## src/rtl/lc3b_types.sv

```systemverilog
// Shared LC-3b memory-side types plus the state encoding of the memory arbiter.
package lc3b_types;

    typedef logic [15:0]  lc3b_word;
    typedef logic [127:0] lc3b_data;
    typedef logic [15:0]  lc3b_mem_wmask;

    typedef enum logic [1:0] {
        IDLE   = 2'd0,
        BUSY_I = 2'd1,
        BUSY_D = 2'd2
    } arb_state_t;

    // One latched downstream request; field order matches the load concatenation.
    typedef struct packed {
        logic          write;
        lc3b_word      address;
        lc3b_mem_wmask byte_enable;
        lc3b_data      wdata;
    } arb_req_t;

endpackage

```

## src/rtl/mem_arbiter_req_reg.sv

```systemverilog
// Request register of the memory arbiter: loads one master's request on grant and
// holds it for the downstream port until the next grant; synchronous clear.
module mem_arbiter_req_reg
    import lc3b_types::*;
(
    input  logic         clk,
    input  logic         clr_i,
    input  logic         load_i,
    input  logic         write_i,
    input  logic [15:0]  address_i,
    input  logic [15:0]  byte_enable_i,
    input  logic [127:0] wdata_i,
    output logic         write_o,
    output logic [15:0]  address_o,
    output logic [15:0]  byte_enable_o,
    output logic [127:0] wdata_o
);

    arb_req_t req_q;

    always_ff @(posedge clk) begin
        if (clr_i) begin
            req_q <= '0;
        end else if (load_i) begin
            req_q <= {write_i, address_i, byte_enable_i, wdata_i};
        end
    end

    assign write_o       = req_q.write;
    assign address_o     = req_q.address;
    assign byte_enable_o = req_q.byte_enable;
    assign wdata_o       = req_q.wdata;

endmodule

```

## src/rtl/mem_arbiter.sv

```systemverilog
// Two-master (fetch / memory stage) to one-slave memory arbiter with registered grant.
// Optional saturating grant/conflict counters are built when MEM_ARBITER_STATS_EN is defined.
module mem_arbiter
    import lc3b_types::*;
#(
    parameter int DMEM_PRIORITY = 0,
    parameter int STATS_WIDTH   = 16
) (
    input  logic                   clk,
    input  logic                   reset,

    input  logic                   imem_stb,
    input  logic                   imem_cyc,
    input  logic                   imem_write,
    input  logic [15:0]            imem_address,
    input  logic [15:0]            imem_byte_enable,
    input  logic [127:0]           imem_wdata,
    output logic [127:0]           imem_rdata,
    output logic                   imem_resp,

    input  logic                   dmem_stb,
    input  logic                   dmem_cyc,
    input  logic                   dmem_write,
    input  logic [15:0]            dmem_address,
    input  logic [15:0]            dmem_byte_enable,
    input  logic [127:0]           dmem_wdata,
    output logic [127:0]           dmem_rdata,
    output logic                   dmem_resp,

    output logic                   mem_stb,
    output logic                   mem_cyc,
    output logic                   mem_write,
    output logic [15:0]            mem_address,
    output logic [15:0]            mem_byte_enable,
    output logic [127:0]           mem_wdata,
    input  logic [127:0]           mem_rdata,
    input  logic                   mem_resp,

    output logic [STATS_WIDTH-1:0] stat_igrants,
    output logic [STATS_WIDTH-1:0] stat_dgrants,
    output logic [STATS_WIDTH-1:0] stat_conflicts
);

    arb_state_t state_q, state_d;
    logic       last_d_q, last_d_d;
    logic       imem_req, dmem_req;
    logic       grant_i, grant_d;
    logic       busy_i, busy_d, busy;

    logic         req_write;
    logic [15:0]  req_address;
    logic [15:0]  req_byte_enable;
    logic [127:0] req_wdata;

    assign imem_req = imem_stb & imem_cyc;
    assign dmem_req = dmem_stb & dmem_cyc;

    always_ff @(posedge clk) begin
        if (reset) begin
            state_q  <= IDLE;
            last_d_q <= 1'b0;
        end else begin
            state_q  <= state_d;
            last_d_q <= last_d_d;
        end
    end

    always_comb begin
        state_d  = state_q;
        last_d_d = last_d_q;
        grant_i  = 1'b0;
        grant_d  = 1'b0;
        case (state_q)
            IDLE: begin
                // On a tie, last_d_q=1 hands the grant to fetch, otherwise to dmem.
                if (imem_req && dmem_req) begin
                    if ((DMEM_PRIORITY != 0) || !last_d_q) begin
                        grant_d = 1'b1;
                    end else begin
                        grant_i = 1'b1;
                    end
                end else begin
                    grant_i = imem_req;
                    grant_d = dmem_req;
                end
                if (grant_d) begin
                    state_d  = BUSY_D;
                    last_d_d = 1'b1;
                end else if (grant_i) begin
                    state_d  = BUSY_I;
                    last_d_d = 1'b0;
                end
            end
            BUSY_I, BUSY_D: begin
                if (mem_resp) begin
                    state_d = IDLE;
                end
            end
            default: state_d = IDLE;
        endcase
    end

    mem_arbiter_req_reg u_req_reg (
        .clk           (clk),
        .clr_i         (reset),
        .load_i        (grant_i | grant_d),
        .write_i       (grant_d ? dmem_write       : imem_write),
        .address_i     (grant_d ? dmem_address     : imem_address),
        .byte_enable_i (grant_d ? dmem_byte_enable : imem_byte_enable),
        .wdata_i       (grant_d ? dmem_wdata       : imem_wdata),
        .write_o       (req_write),
        .address_o     (req_address),
        .byte_enable_o (req_byte_enable),
        .wdata_o       (req_wdata)
    );

    assign busy_i = (state_q == BUSY_I);
    assign busy_d = (state_q == BUSY_D);
    assign busy   = busy_i | busy_d;

    // Downstream sees only the latched request, and nothing at all between transactions.
    assign mem_stb         = busy;
    assign mem_cyc         = busy;
    assign mem_write       = busy & req_write;
    assign mem_address     = busy ? req_address     : '0;
    assign mem_byte_enable = busy ? req_byte_enable : '0;
    assign mem_wdata       = busy ? req_wdata       : '0;

    assign imem_resp  = mem_resp & busy_i & imem_cyc;
    assign dmem_resp  = mem_resp & busy_d & dmem_cyc;
    assign imem_rdata = busy_i ? mem_rdata : '0;
    assign dmem_rdata = busy_d ? mem_rdata : '0;

`ifdef MEM_ARBITER_STATS_EN
    logic [2:0]               stat_inc;
    logic [3*STATS_WIDTH-1:0] stat_flat;

    assign stat_inc = {(state_q == IDLE) & imem_req & dmem_req, grant_d, grant_i};

    for (genvar gi = 0; gi < 3; gi++) begin : g_stat
        logic [STATS_WIDTH-1:0] cnt_q;

        always_ff @(posedge clk) begin
            if (reset) begin
                cnt_q <= '0;
            end else if (stat_inc[gi] && (cnt_q != '1)) begin
                cnt_q <= cnt_q + 1'b1;
            end
        end

        assign stat_flat[gi*STATS_WIDTH +: STATS_WIDTH] = cnt_q;
    end

    assign stat_igrants   = stat_flat[0*STATS_WIDTH +: STATS_WIDTH];
    assign stat_dgrants   = stat_flat[1*STATS_WIDTH +: STATS_WIDTH];
    assign stat_conflicts = stat_flat[2*STATS_WIDTH +: STATS_WIDTH];
`else
    assign stat_igrants   = '0;
    assign stat_dgrants   = '0;
    assign stat_conflicts = '0;
`endif

endmodule

```

## config.mk

```make
export PLATFORM = sky130hd
export DESIGN_NAME = mem_arbiter
export DESIGN_NICKNAME = d
export VERILOG_FILES = /design/src/rtl/lc3b_types.sv /design/src/rtl/mem_arbiter_req_reg.sv /design/src/rtl/mem_arbiter.sv
export SDC_FILE = /design/constraint.sdc
export NUM_CORES = 1
export LEC_CHECK = 0
export CORE_AREA = 2 2 359 361
export DETAILED_ROUTE_END_ITERATION = 12
export DIE_AREA = 0 0 361 363
export GPL_TIMING_DRIVEN = 0
export SLEW_MARGIN = 20
export SYNTH_ARGS = -nofsm -noshare
export SYNTH_HDL_FRONTEND = slang
export SYNTH_SLANG_ARGS = --single-unit
```

## constraint.sdc

```tcl
create_clock -name clk -period 2 [get_ports clk]
set_input_delay 0.6 -clock clk [delete_from_list [all_inputs] [get_ports clk]]
set_output_delay 0.6 -clock clk [all_outputs]
set_load 0.005 [all_outputs]
```

==> impl_results.md, run 1 <==
- Worst clock skew: 0.0232 ns
- Launching point of the worst reg2reg path: last_d_q$_SDFFE_PP0P_
- Hold path startpoint: u_req_reg.wdata_o[1]$_SDFFE_PP0P_
- Worst r2r path cells: 8
- Detailed-route via count: 15,700
- Final setup TNS: -242.70 ns
- Leakage power: between 0.01 and 0.015 uW
- Die W: 361 um
- Root buffer selected by CTS: clkbuf_16
- Antenna violation net count after detailed routing: 0
- RR Endpoint: state_q[1]$_SDFFE_PP0P_
- Hold Slack: between 0.4 and 0.5 ns
- Area Overhead vs Synth: 147%
- Most common cell after layout, fill and taps aside: clkdlybuf4s50_1
- Core area: 127,000 um^2
- Yosys reg bits: about 160
- Avg Cell Area, Syn: 8.50 um^2
- Worst-Skew Late Latency: around 0.53 ns
- Sequential area share after synthesis: 0.299
- Maximum clock rate: roughly 360 MHz
- Cell taking the most area after synthesis: dfxtp_1
- Crit Path Category: flip-flop to output port
- Non-filler cells, final: roughly 4,100
- Final period util: 1.38
- Count of final setup violators: 421
- Detailed Route WL: between 100 and 150 mm
- Clk buf depth: 2
- Synth cell types: 30
- Pin count of the biggest net entering global routing: 18
- Post-synth EDFFs: 0
- Hold buffers post-CTS: 0
- Status: finished, violations left
- Hold path endpoint: u_req_reg.wdata_o[1]$_SDFFE_PP0P_
- DR vias/cell: around 3.8
- Mapped Cells: 1,290
- Final worst slack: -0.758 ns
- CP Max Fanout: 7
- Register area: 3290 um^2
- Final Hold Vio Count: 0
- Clk pin slew, worst setup/hold paths: ~0.09 ns
- Multi-input gate area: between 7000 and 8000 um^2
- Max_slew headroom: 0.416
- Post-DP HPWL: 103 mm
- Hold WC Path Type: flip-flop to flip-flop
- # port buffers: approximately 900
- GRT overflow: 0
- Reg2Reg Setup Slack: roughly 0.07 ns
- CTS tree: yes
- Hold path cells: 1
- Layout cells sized above 1: 0.480
- Area contributors post-synth: dfxtp_1 (30%), and2_1 (24%), a32o_1 (15%)
- Pwr dens: about 550 nW/um^2
- Sink Count: roughly 160
- Worst-Margin Slew: approximately 0.9 ns
- Commonest register cell after synthesis: dfxtp_1
- Die area: 131,000 um^2
- Synth warn: 0
- Vias in the first global route: 14,900
- Critical path endpoint category: output port
- Commonest non-fill, non-tap cells in the layout: clkdlybuf4s50_1 (452), buf_6 (437), and2_4 (344), dfxtp_1 (162), a32o_1 (161)
- Max Cap Viol: 0
- Fin nets: ~2,900
- Antenna violations before repair: 102
- H-tree depth: 4
- Die height: roughly 360 um
- Critical Path AT: around 2.2 ns
- Failing checks: setup timing
- Startpoint types: flip-flop
- DRC Markers: 0
- Tot GR Track Use: 0.179
- Mapped Area: 11,000 um^2
- Routability Congestion: 0.977
- Detailed Routing Iterations Pass 1: 10
- Peak supply drop: 0.000976 V
- Final Max Tran Viols: 0
- First-pass GRT wire length: roughly 150 mm
- Tmin final: between 2 and 3 ns
- Synth top area share: 0.299
- Initial core utilization: 0.0863
- RSZ-0062 raised after global routing: yes
- Post-Place Cells: a little under 4,000
- Filler Cells Inserted: 13,900
- # IOs: 926
- Async set-reset flop share out of synthesis: 0
- Initial DRC count: between 1,000 and 1,500
- WL per Instance: roughly 30 um
- Num rows: 131
- Num CTS Buffers: 17
- CP required: about 1.4 ns
## worst max-delay path by stage
stage	startpoint	to	slack [ns]	cells after the start
floorplan	state_q[0]$_SDFFE_PP0P_	mem_wdata[100]	-0.006	6
finish	state_q[0]$_SDFFE_PP0P_	mem_byte_enable[5]	-0.76	9
detailed placement	state_q[0]$_SDFFE_PP0P_	mem_wdata[122]	-2.04	7
CTS	state_q[1]$_SDFFE_PP0P_	dmem_rdata[19]	-0.90	6
global placement	state_q[0]$_SDFFE_PP0P_	mem_wdata[122]	-2.47	7
global route	state_q[0]$_SDFFE_PP0P_	mem_byte_enable[5]	-0.83	9
## Yosys cell counts (all sizes together), types with 2 or more instances
cell type,count
inv,3
a32o,161
buf,104
o21bai,161
and3,3
ha,3
and2,417
or2,2
or3,161
clkbuf,95
dfxtp,164
a21oi,3
## final cells by class
| type | count | share of cell area |
|---|---|---|
| flip-flops and latches | 164 | 0.121 |
| well taps | 1662 | 0.0767 |
| clock buffers | 19 | 0.0163 |
| inverters | 3 | 0.000600 |
| multi-input cells | 971 | 0.286 |
| plain buffers | 190 | 0.0705 |
| clock inverters | 13 | 0.00572 |
| repair buffers | 1080 | 0.421 |
| diodes | 17 | 0.00157 |
## cell families (layout without fill, tap and decap cells)
family	after synthesis	count (layout)	synth area share
buffers and inverters	202	1305	0.0972
flip-flops	164	164	0.299
adder cells (fa/ha/maj)	3	3	0.00342
other	1	65	0.000342
AO/OA/AOI/OAI	331	331	0.263
AND/OR/NAND/NOR	589	589	0.337
## critical path, cell delays in order (launching register included)
cell and delay, ns:
dfxtp_2 0.37, inv_4 0.06, ha_4 0.26, buf_12 0.13
clkbuf_16 0.17, clkbuf_16 0.16, buf_8 0.12, buf_12 0.12
and2_4 0.13, buf_6 0.11
## per-stage QoR
| step | util | power [uW] | setup slack (ns) | cell area [um^2] |
|---|---|---|---|---|
| after floorplan | - | 5430 | -0.00559 | 11100 |
| after global placement | 0.173 | 8530 | -2.47 | 22000 |
| after detailed placement | 0.173 | 8570 | -2.04 | 22000 |
| after CTS | 0.194 | 13900 | -0.901 | 24600 |
| after global routing | 0.213 | 15300 | -0.832 | 27100 |
| final | 0.214 | 14800 | -0.758 | 27100 |
## flip-flops by register name (all words and copies together), names as in the netlist
signal and cells:
state_q 2, u_req_reg.write_o 1, u_req_reg.address_o 16, u_req_reg.byte_enable_o 16, last_d_q 1, u_req_reg.wdata_o 128
## layer usage
layer,vias up,share of wire,GRT usage,wire [um]
met3,269,0.080,0.0559,9900
met4,50,0.040,0.0528,4940
met2,948,0.48,0.310,59400
li1,6814,-,-,-
met5,-,0.0027,0,339
met1,7628,0.40,0.211,49500
## report_power, final
part | internal, uW | switching (uW) | leakage [uW]
clock network | 1820 | 1870 | 0.000296
logic | 4320 | 2900 | 0.00989
registers | 3620 | 275 | 0.00135
total | 9760 | 5040 | 0.0115
## timing repair
item | in CTS | in global routing
setup buffers | 87 | 95
gates cloned | 20 | 13
gates resized for setup | 1769 | 1029
endpoints found under the setup margin | 585 | 585
pin swaps | 87 | 59
No activity file was read; power rests on OpenSTA's default activity.
==> inputs of run 2 (changes only) <==
--- a/config.mk
+++ b/config.mk
@@ -6,6 +6,7 @@
 export NUM_CORES = 1
 export LEC_CHECK = 0
 export CORE_AREA = 2 2 359 361
+export CTS_CLUSTER_DIAMETER = 150
 export DETAILED_ROUTE_END_ITERATION = 12
 export DIE_AREA = 0 0 361 363
 export GPL_TIMING_DRIVEN = 0
==> results of run 2 <==
Final layout, timing and power as in run 1 (identical DEF).
==> inputs of run 3 (changes only) <==
--- a/config.mk
+++ b/config.mk
@@ -14,3 +14,4 @@
 export SYNTH_ARGS = -nofsm -noshare
 export SYNTH_HDL_FRONTEND = slang
 export SYNTH_SLANG_ARGS = --single-unit
+export TNS_END_PERCENT = 50
==> run 3 against run 2 <==
Via count is 1.7% lower. The flow still finishes with violations (setup timing). Core utilization is 0.99 points lower. Wire length is 0.94% lower. Clock skew hardly changed. Die area stayed put. Register-to-register slack worse by 0.06 ns. Final area is 4.6% lower. Flip-flop and latch count stayed put. Total power is 3.9% lower. Combinational power is 7.8% lower. Setup slack better by 0.00095 ns. Clock power hardly changed.
==> impl_results.md, run 3 (synthesis results as in run 1) <==
- Root buffer selected by CTS: clkbuf_16
- Design area: between 20,000 and 30,000 um^2
- CP max-delay cell: dfxtp_2
- DR vias/cell: approximately 3.8
- Hold buffers post-CTS: 0
- Post-place instance area: 22,000 um^2
- Critical path endpoint category: output port
- Commonest non-fill, non-tap cells in the layout: clkdlybuf4s50_1 (463), buf_6 (265), and2_4 (220), and2_1 (197), dfxtp_1 (162)
- Tmin final: 2.76 ns
- Final worst slack: -0.757 ns
- Detailed Routing Iterations Pass 1: 5
- Die area: ~130,000 um^2
- Crit-path cells: inv_4 > ha_4 > clkbuf_16 > clkbuf_16 > clkbuf_16 > buf_8 > and2_4 > buf_6
- RR Endpoint: u_req_reg.wdata_o[13]$_SDFFE_PP0P_
- Worst r2r path cells: 6
- RSZ-0062 raised after global routing: yes
- Final Max Tran Viols: 0
- Sink Count: 164
- CP Max Fanout: 5
- Hold path cells: 1
- Routability Congestion: approximately 0.98
- Clk pin slew, worst setup/hold paths: roughly 0.080 ns
- Detailed Route WL: between 100 and 150 mm
- Die height: approximately 360 um
- Maximum clock rate: roughly 360 MHz
- Most used cell, CP: clkbuf_16
- Status: finished, violations left
- Critical Path AT: 2.16 ns
- Crit path largest cell delay: between 0.3 and 0.4 ns
- Final core utilization: 0.204
- Post-DP HPWL: between 100 and 150 mm
- WL per Instance: 30.0 um
- Initial DRC count: ~1,000
- Crit Path Category: flip-flop to output port
- # port buffers: ~880
- CP required: between 1 and 1.5 ns
- Num CTS Buffers: 17
- Num rows: roughly 130
- Max_slew headroom: 0.415
- First-pass GRT wire length: between 150 and 200 mm
- Hold WC Path Type: flip-flop to flip-flop
- Cell family with most CP delay: buffers and inverters
- CP Buf/Inv Count: 6
- Hold path endpoint: u_req_reg.wdata_o[31]$_SDFFE_PP0P_
- Reg2Reg Setup Slack: 0.01 ns
- CTS tree: yes
- Worst clock skew: around 0.024 ns
- GRT overflow: 0
- Pin count of the biggest net entering global routing: 18
- Layout cells sized above 1: 0.404
- Hold path startpoint: u_req_reg.wdata_o[31]$_SDFFE_PP0P_
- Core area: about 130,000 um^2
- Peak supply drop: 0.000960 V
- Clk buf depth: 2
- Non-filler cells, final: 4,093
- Worst-Margin Slew: 0.878 ns
- Final period util: 1.38
- Worst-Skew Late Latency: between 0.5 and 0.6 ns
- Antenna violation net count after detailed routing: 0
- # IOs: between 900 and 1,000
- Most common cell after layout, fill and taps aside: clkdlybuf4s50_1
- Pwr dens: about 550 nW/um^2
- Number of flip-flops in the largest register: approximately 130
- Detailed-route via count: 15,400
- Die W: about 360 um
- Antenna violations before repair: approximately 100
- Post-Place Cells: 3,876
- Failing checks: setup timing
- Max Cap Viol: 0
- Final Hold Vio Count: 0
- Launching point of the worst reg2reg path: state_q[0]$_SDFFE_PP0P_
- Initial core utilization: 0.0863
- Area Overhead vs Synth: 136%
- Count of final setup violators: around 450
- Tot GR Track Use: 0.179
- Startpoint types: flip-flop
- Fin nets: 2,858
- DRC Markers: 0
- H-tree depth: 4
- Leakage power: between 0.01 and 0.015 uW
- Vias in the first global route: 14,900
## run 3: changes by cell type in the layout (fill, tap and decap cells not counted), moves of 21 or more
cell / change
dlygate4sd2_1: +21
and2_4: -124
buf_4: +28
and2_1: +124
buf_2: +77
buf_6: -172
## run 3: final cells by class
class	count	area, um^2
Timing Repair Buffer	1047	10400
Clock buffer	19	443
Antenna cell	20	50.0
Multi-Input combinational cell	971	7450
Tap cell	1662	2080
Clock inverter	13	155
Sequential cell	164	3290
Fill cell	14000	101000
Buffer	194	1980
Inverter	3	16.3
## run 3: per-layer routing
layer,up-vias,global-route usage,part of all wire,wire length [um]
met5,-,0,0.0027,326
met4,48,0.0526,0.034,4140
met3,239,0.0567,0.076,9380
met2,897,0.310,0.48,59400
met1,7505,0.211,0.40,49700
li1,6757,-,-,-
## run 3: worst max path at each step
stage	startpoint	to	slack, ns	depth (start not counted)
6_report	state_q[0]$_SDFFE_PP0P_	mem_wdata[123]	-0.76	8
3_3_place_gp	state_q[0]$_SDFFE_PP0P_	mem_wdata[122]	-2.47	7
3_5_place_dp	state_q[0]$_SDFFE_PP0P_	mem_wdata[122]	-2.04	7
5_1_grt	state_q[0]$_SDFFE_PP0P_	mem_wdata[123]	-0.87	8
2_1_floorplan	state_q[0]$_SDFFE_PP0P_	mem_wdata[100]	-0.006	6
4_1_cts	state_q[1]$_SDFFE_PP0P_	dmem_rdata[19]	-0.91	6
## run 3: power by group
group | internal (uW) | switching [uW] | leakage (uW)
clock network | 1820 | 1850 | 0.000296
logic | 3910 | 2760 | 0.00947
registers | 3620 | 270 | 0.00135
total | 9340 | 4880 | 0.0111
## run 3: metrics by stage
stage | hold WS [ns] | setup WS (ns) | total power [uW] | TNS, ns
after floorplan | 0.434 | -0.00559 | 5430 | -0.503
after global placement | 0.438 | -2.47 | 8530 | -759.21
after detailed placement | 0.445 | -2.04 | 8570 | -735.10
after CTS | 0.464 | -0.910 | 13900 | -416.84
after global routing | 0.470 | -0.869 | 14800 | -284.41
final | 0.459 | -0.757 | 14200 | -247.57
## run 3: repair_timing
item                       in CTS  in global routing
setup endpoints to repair     585                585
buffers inserted               87                 58
gates resized for setup      1740                583
pin swaps                      86                 32
cloned                         20                 10
